===== src/rtl/st3_rr_arbiter.sv =====
// ----------------------------------------------------------------------------
// st3_rr_arbiter
//
// Round-robin arbiter that merges three 8-bit valid/ready source streams onto
// one registered 16-bit output stream. A grant lasts until MAX_BURST beats have
// been accepted or the granted source goes idle while a slot is free. Between
// grants there is always one IDLE cycle in which the next source is chosen.
//
// State table
//   state   | meaning
//   --------+----------------------------------------------------------------
//   S_IDLE  | no grant; pick first requester in circular order after last_id
//   S_GRANT | grant_id owns the output; beats accepted while a slot is free
//
// Ports
//   clk                 rising-edge clock for all logic
//   rst_in              synchronous active-high reset
//   data_k / valid_k    source k (k = 1..3) data and valid
//   ready_k             source k ready (only the granted source can see 1)
//   data_out            registered output word {6'b0, tag[1:0], data[7:0]}
//   valid_out           output word valid
//   ready_out           downstream ready
//   grant_id            current grant: 0 none, 1..3 source number
// ----------------------------------------------------------------------------
module st3_rr_arbiter #(
    parameter int unsigned MAX_BURST = 4,
    parameter bit          TAG_EN    = 1'b1
) (
    input  logic        clk,
    input  logic        rst_in,
    input  logic [7:0]  data_1,
    input  logic        valid_1,
    output logic        ready_1,
    input  logic [7:0]  data_2,
    input  logic        valid_2,
    output logic        ready_2,
    input  logic [7:0]  data_3,
    input  logic        valid_3,
    output logic        ready_3,
    output logic [15:0] data_out,
    output logic        valid_out,
    input  logic        ready_out,
    output logic [1:0]  grant_id
);

    localparam logic [7:0] L_MAX_BURST = 8'(MAX_BURST);

    typedef enum logic {
        S_IDLE  = 1'b0,
        S_GRANT = 1'b1
    } state_t;

    state_t      r_state;
    state_t      w_state_nxt;
    logic [1:0]  r_grant_id;
    logic [1:0]  w_grant_nxt;
    logic [1:0]  r_last_id;
    logic [1:0]  w_last_nxt;
    logic [7:0]  r_beat_cnt;
    logic [7:0]  w_cnt_nxt;
    logic [15:0] r_data_out;
    logic [15:0] w_data_nxt;
    logic        r_valid_out;
    logic        w_valid_nxt;

    logic [1:0]  w_pick;
    logic        w_any_valid;
    logic        w_slot_free;
    logic        w_can_take;
    logic        w_gnt_valid;
    logic [7:0]  w_gnt_data;
    logic [7:0]  w_cnt_inc;
    logic        w_xfer;
    logic        w_burst_done;
    logic        w_release;
    logic [1:0]  w_tag;

    // ------------------------------------------------------------------------
    // Handshake terms
    // ------------------------------------------------------------------------
    assign w_any_valid = valid_1 | valid_2 | valid_3;

    // A slot is free when the output register is empty or being drained now.
    assign w_slot_free = !r_valid_out || ready_out;

    // Readies are forced low during reset even though reset is synchronous,
    // so no beat can slip in on the reset edge.
    assign w_can_take  = !rst_in && (r_state == S_GRANT) && w_slot_free;

    assign ready_1 = w_can_take && (r_grant_id == 2'd1);
    assign ready_2 = w_can_take && (r_grant_id == 2'd2);
    assign ready_3 = w_can_take && (r_grant_id == 2'd3);

    always_comb begin
        w_gnt_valid = 1'b0;
        w_gnt_data  = 8'h00;
        case (r_grant_id)
            2'd1: begin
                w_gnt_valid = valid_1;
                w_gnt_data  = data_1;
            end
            2'd2: begin
                w_gnt_valid = valid_2;
                w_gnt_data  = data_2;
            end
            2'd3: begin
                w_gnt_valid = valid_3;
                w_gnt_data  = data_3;
            end
            default: begin
                w_gnt_valid = 1'b0;
                w_gnt_data  = 8'h00;
            end
        endcase
    end

    assign w_xfer       = w_can_take && w_gnt_valid;
    assign w_cnt_inc    = r_beat_cnt + 8'd1;
    assign w_burst_done = (w_cnt_inc == L_MAX_BURST);

    // Release on the final beat of a burst, or when the owner is idle while it
    // could have sent. A source stalled by backpressure keeps its grant.
    assign w_release    = (w_xfer && w_burst_done) || (w_can_take && !w_gnt_valid);

    assign w_tag        = TAG_EN ? r_grant_id : 2'b00;

    // ------------------------------------------------------------------------
    // Round-robin pick: first requester after last_id, wrapping 3 -> 1.
    // last_id is never 0 (reset value is 3), so default covers last_id == 3.
    // ------------------------------------------------------------------------
    always_comb begin
        w_pick = 2'd0;
        case (r_last_id)
            2'd1: begin
                if      (valid_2) w_pick = 2'd2;
                else if (valid_3) w_pick = 2'd3;
                else if (valid_1) w_pick = 2'd1;
            end
            2'd2: begin
                if      (valid_3) w_pick = 2'd3;
                else if (valid_1) w_pick = 2'd1;
                else if (valid_2) w_pick = 2'd2;
            end
            default: begin
                if      (valid_1) w_pick = 2'd1;
                else if (valid_2) w_pick = 2'd2;
                else if (valid_3) w_pick = 2'd3;
            end
        endcase
    end

    // ------------------------------------------------------------------------
    // Next-state and next-output logic
    // ------------------------------------------------------------------------
    always_comb begin
        w_state_nxt = r_state;
        w_grant_nxt = r_grant_id;
        w_last_nxt  = r_last_id;
        w_cnt_nxt   = r_beat_cnt;
        w_data_nxt  = r_data_out;
        w_valid_nxt = r_valid_out;

        case (r_state)
            S_IDLE: begin
                if (w_any_valid) begin
                    w_state_nxt = S_GRANT;
                    w_grant_nxt = w_pick;
                    w_cnt_nxt   = 8'd0;
                end
            end
            S_GRANT: begin
                if (w_xfer) begin
                    w_cnt_nxt = w_cnt_inc;
                end
                if (w_release) begin
                    w_state_nxt = S_IDLE;
                    w_last_nxt  = r_grant_id;
                    w_grant_nxt = 2'd0;
                end
            end
            default: begin
                w_state_nxt = S_IDLE;
                w_grant_nxt = 2'd0;
            end
        endcase

        // A new beat overwrites a word being drained in the same cycle, which
        // keeps throughput at one beat per cycle.
        if (w_xfer) begin
            w_data_nxt  = {6'b000000, w_tag, w_gnt_data};
            w_valid_nxt = 1'b1;
        end else if (r_valid_out && ready_out) begin
            w_valid_nxt = 1'b0;
        end
    end

    always_ff @(posedge clk) begin
        if (rst_in) begin
            r_state     <= S_IDLE;
            r_grant_id  <= 2'd0;
            r_last_id   <= 2'd3;
            r_beat_cnt  <= 8'd0;
            r_data_out  <= 16'h0000;
            r_valid_out <= 1'b0;
        end else begin
            r_state     <= w_state_nxt;
            r_grant_id  <= w_grant_nxt;
            r_last_id   <= w_last_nxt;
            r_beat_cnt  <= w_cnt_nxt;
            r_data_out  <= w_data_nxt;
            r_valid_out <= w_valid_nxt;
        end
    end

    assign data_out  = r_data_out;
    assign valid_out = r_valid_out;
    assign grant_id  = r_grant_id;

endmodule

===== config.mk =====
export PLATFORM = sky130hd
export DESIGN_NAME = st3_rr_arbiter
export DESIGN_NICKNAME = d
export VERILOG_FILES = /design/src/rtl/st3_rr_arbiter.sv
export SDC_FILE = /design/constraint.sdc
export NUM_CORES = 1
export LEC_CHECK = 0
export BUFFER_PORTS_ARGS = -buffer_cell sky130_fd_sc_hd__buf_2
export CAP_MARGIN = 10
export CORE_ASPECT_RATIO = 0.7
export CORE_MARGIN = 2
export CORE_UTILIZATION = 45
export CTS_CLUSTER_SIZE = 14
export DETAILED_ROUTE_END_ITERATION = 7
export MAX_ROUTING_LAYER = met4
export PLACE_DENSITY_LB_ADDON = 0.25
export RECOVER_POWER = 100
export SLEW_MARGIN = 20
export SYNTH_ARGS = -nofsm -noshare
export SYNTH_HDL_FRONTEND = slang
export SYNTH_SLANG_ARGS = --single-unit

===== constraint.sdc =====
create_clock -name clk -period 3.5 [get_ports clk]
set_input_delay 0 -clock clk [delete_from_list [all_inputs] [get_ports clk]]
set_output_delay 0 -clock clk [all_outputs]
set_load 0.02 [all_outputs]

==> metrics.yaml <==
peakVddDrop_v: 0.0002334
die_area_um2: 3697
viasPerCell: 5.949
drive_gt1_frac: 0.2323
syn_area_um2: 1449
fmax_mhz: 380.4
max_slew_margin: 0.4005
io_pins: 52
core_area_um2: 3105
yosys_warnings: 0
antenna_found_initial: 0
num_vias: 1404
ant_nets: 0
grt_overflow: 0
synth.distinct_cells: 39
grt_pass1_wl_um: 5906
seq_area_frac_synth: 0.3316
drt_first_pass_iters: 5
wl_per_cell_um: 14.86
synth_seq_cells: 24
cp_max_fo: 17
max_cap_viol_count: 0
crit_type: "flip-flop to flip-flop"
drcViolationCount: 0
layout.nets: 233
dieHeight_um: 51.48
final_core_util: 0.5286
grt_pass1_vias: 1306
end_kind: "flip-flop"
avgSynthCellArea_um2: 8.781
layout_setup_ws_ns: 0.8711
setup-violations-final: 0
worstMarginPinSlew_ns: 0.8993
rows: 17
clock_path_buffers: 2
cts_tree: "done"
startpoint_type: "flip-flop"
whs_ns: 0.03007
diodes: 0
post-route-period-util: 0.7511
outcome: "finished, final reports clean"
numCtsBuffers: 3
hpwl_um: 2540
cts-htree-levels: 1
gp_congestion: 0.7856
drv_slew: 0
clock-skew-final_ns: 0.002280
placed_area_um2: 1628
totalWireLength_um: 3508
required_ns: 3.66
final_area_um2: 1642
port_buffers: 45
clock-root-buffer: "clkbuf_8"
clkSinkCount: 24
path_clk_slew_ns: 0.08
syn_inst: 165
p_per_area_nw_per_um2: 472.0
cts_resized: 0
clk_latency_ns: 0.26
die_x_um: 71.82
cts_setup_buffers: 0
leakage_nw: 0.6143
cp.arrival_ns: 2.79
grt_max_degree: 22
dp_slack_ns: 1.103
setup-tns-final_ns: 0
start_util: 0.4666
dr.first_iter.drc_count: 109
rsz0062_at_grt: "false"
grt_use_total: 0.2071
cts_hold_buf: 0
hp-class: "input port to flip-flop"
period_minus_slack_ns: 2.629
area_growth_pct: 13.30
finalHoldViolations: 0
area by class of cell:
type	instances	area [um2]
Fill cell	310	1464
Multi-Input combinational cell	119	835.8
Sequential cell	24	480.5
Timing Repair Buffer	46	214.0
Tap cell	38	47.55
Clock buffer	3	41.29
Inverter	6	22.52
synth_stat cells (all sizes together):
cell / number / area share
dfxtp: 24 / 0.33
buf: 15 / 0.067
nand2: 13 / 0.034
a21oi: 11 / 0.038
o2111ai: 10 / 0.060
a22oi: 8 / 0.045
nor3: 7 / 0.024
clkbuf: 6 / 0.016
inv: 6 / 0.016
mux2: 6 / 0.047
nor2: 6 / 0.016
o21ai: 6 / 0.023
a311oi: 5 / 0.052
mux2i: 5 / 0.035
nand3: 5 / 0.017
o311ai: 5 / 0.030
nand4: 4 / 0.017
ha: 3 / 0.026
a31o: 2 / 0.012
and3: 2 / 0.0086
nand2b: 2 / 0.0086
nand4b: 2 / 0.012
nor4: 2 / 0.013
o211ai: 2 / 0.010
a211oi: 1 / 0.0052
a22o: 1 / 0.0060
a32o: 1 / 0.0069
conb: 1 / 0.0026
nor2b: 1 / 0.0043
o21a: 1 / 0.0052
or2: 1 / 0.0043
or4b: 1 / 0.0069
worst paths after layout:
| path | start | end | slack, ns | depth (start not counted) |
|---|---|---|---|---|
| setup / recovery | grant_id[0] | grant_id[1] | 0.87 | 4 |
| hold / removal | valid_1 | data_out[9] | 0.03 | 2 |
| hold reg to reg | data_out[9] | data_out[9] | 0.47 | 2 |
| setup reg to reg | grant_id[0] | grant_id[1] | 0.87 | 4 |
per-layer routing:
metal  global-route usage  up-vias  wire length (um)
met3              0.04339        2               232
met1               0.2759      661              1664
met2               0.3179       53              1577
met4              0.06289        0                33
met5                    -        -                 0
li1                     -      688                 -
metrics by stage:
stage,cells,power [mW]
floorplan,170,0.5702
global placement,233,0.6188
detailed placement,233,0.6247
CTS,236,0.7857
global route,236,0.8250
finish,236,0.7748
flip-flops by register name, indices dropped and copies added, names as in the netlist:
| name | count |
|---|---|
| r_beat_cnt | 8 |
| valid_out | 1 |
| grant_id | 2 |
| r_last_id | 2 |
| r_state | 1 |
| data_out | 10 |
cells by family after synthesis:
family,count (synthesis),share of synthesized area
other cells,1,0.002588
buf+inv,27,0.09844
simple gates,46,0.1658
compound gates,53,0.2945
flops,24,0.3316
fa+ha+maj,3,0.02591
mux,11,0.08117
where the power goes:
part           internal [mW]  leakage, nW  switching (mW)
sequential             0.300        0.195          0.0357
clock                 0.0770       0.0216          0.0875
combinational         0.0997        0.398           0.175
total                  0.476        0.614           0.298
cells in the final DEF (no fill, tap or decap), drive strengths merged, types with 3 or more instances in the layout:
| master | synthesis | final |
|---|---|---|
| nor3 | 7 | 7 |
| buf | 15 | 31 |
| a311oi | 5 | 5 |
| o21ai | 6 | 6 |
| conb | 1 | 6 |
| inv | 6 | 6 |
| o311ai | 5 | 5 |
| dfxtp | 24 | 24 |
| nand2 | 13 | 13 |
| o2111ai | 10 | 10 |
| nor2 | 6 | 6 |
| a22oi | 8 | 8 |
| mux2i | 5 | 5 |
| clkbuf | 6 | 18 |
| nand3 | 5 | 5 |
| nand4 | 4 | 4 |
| mux2 | 6 | 6 |
| ha | 3 | 3 |
| a21oi | 11 | 11 |
critical path: stages (launching register included):
cell,delay (ns)
dfxtp_1,0.67
nor2b_1,0.24
a22oi_1,0.77
o21ai_0,0.46
a32o_1,0.38
(Power assumes the default switching activity.)
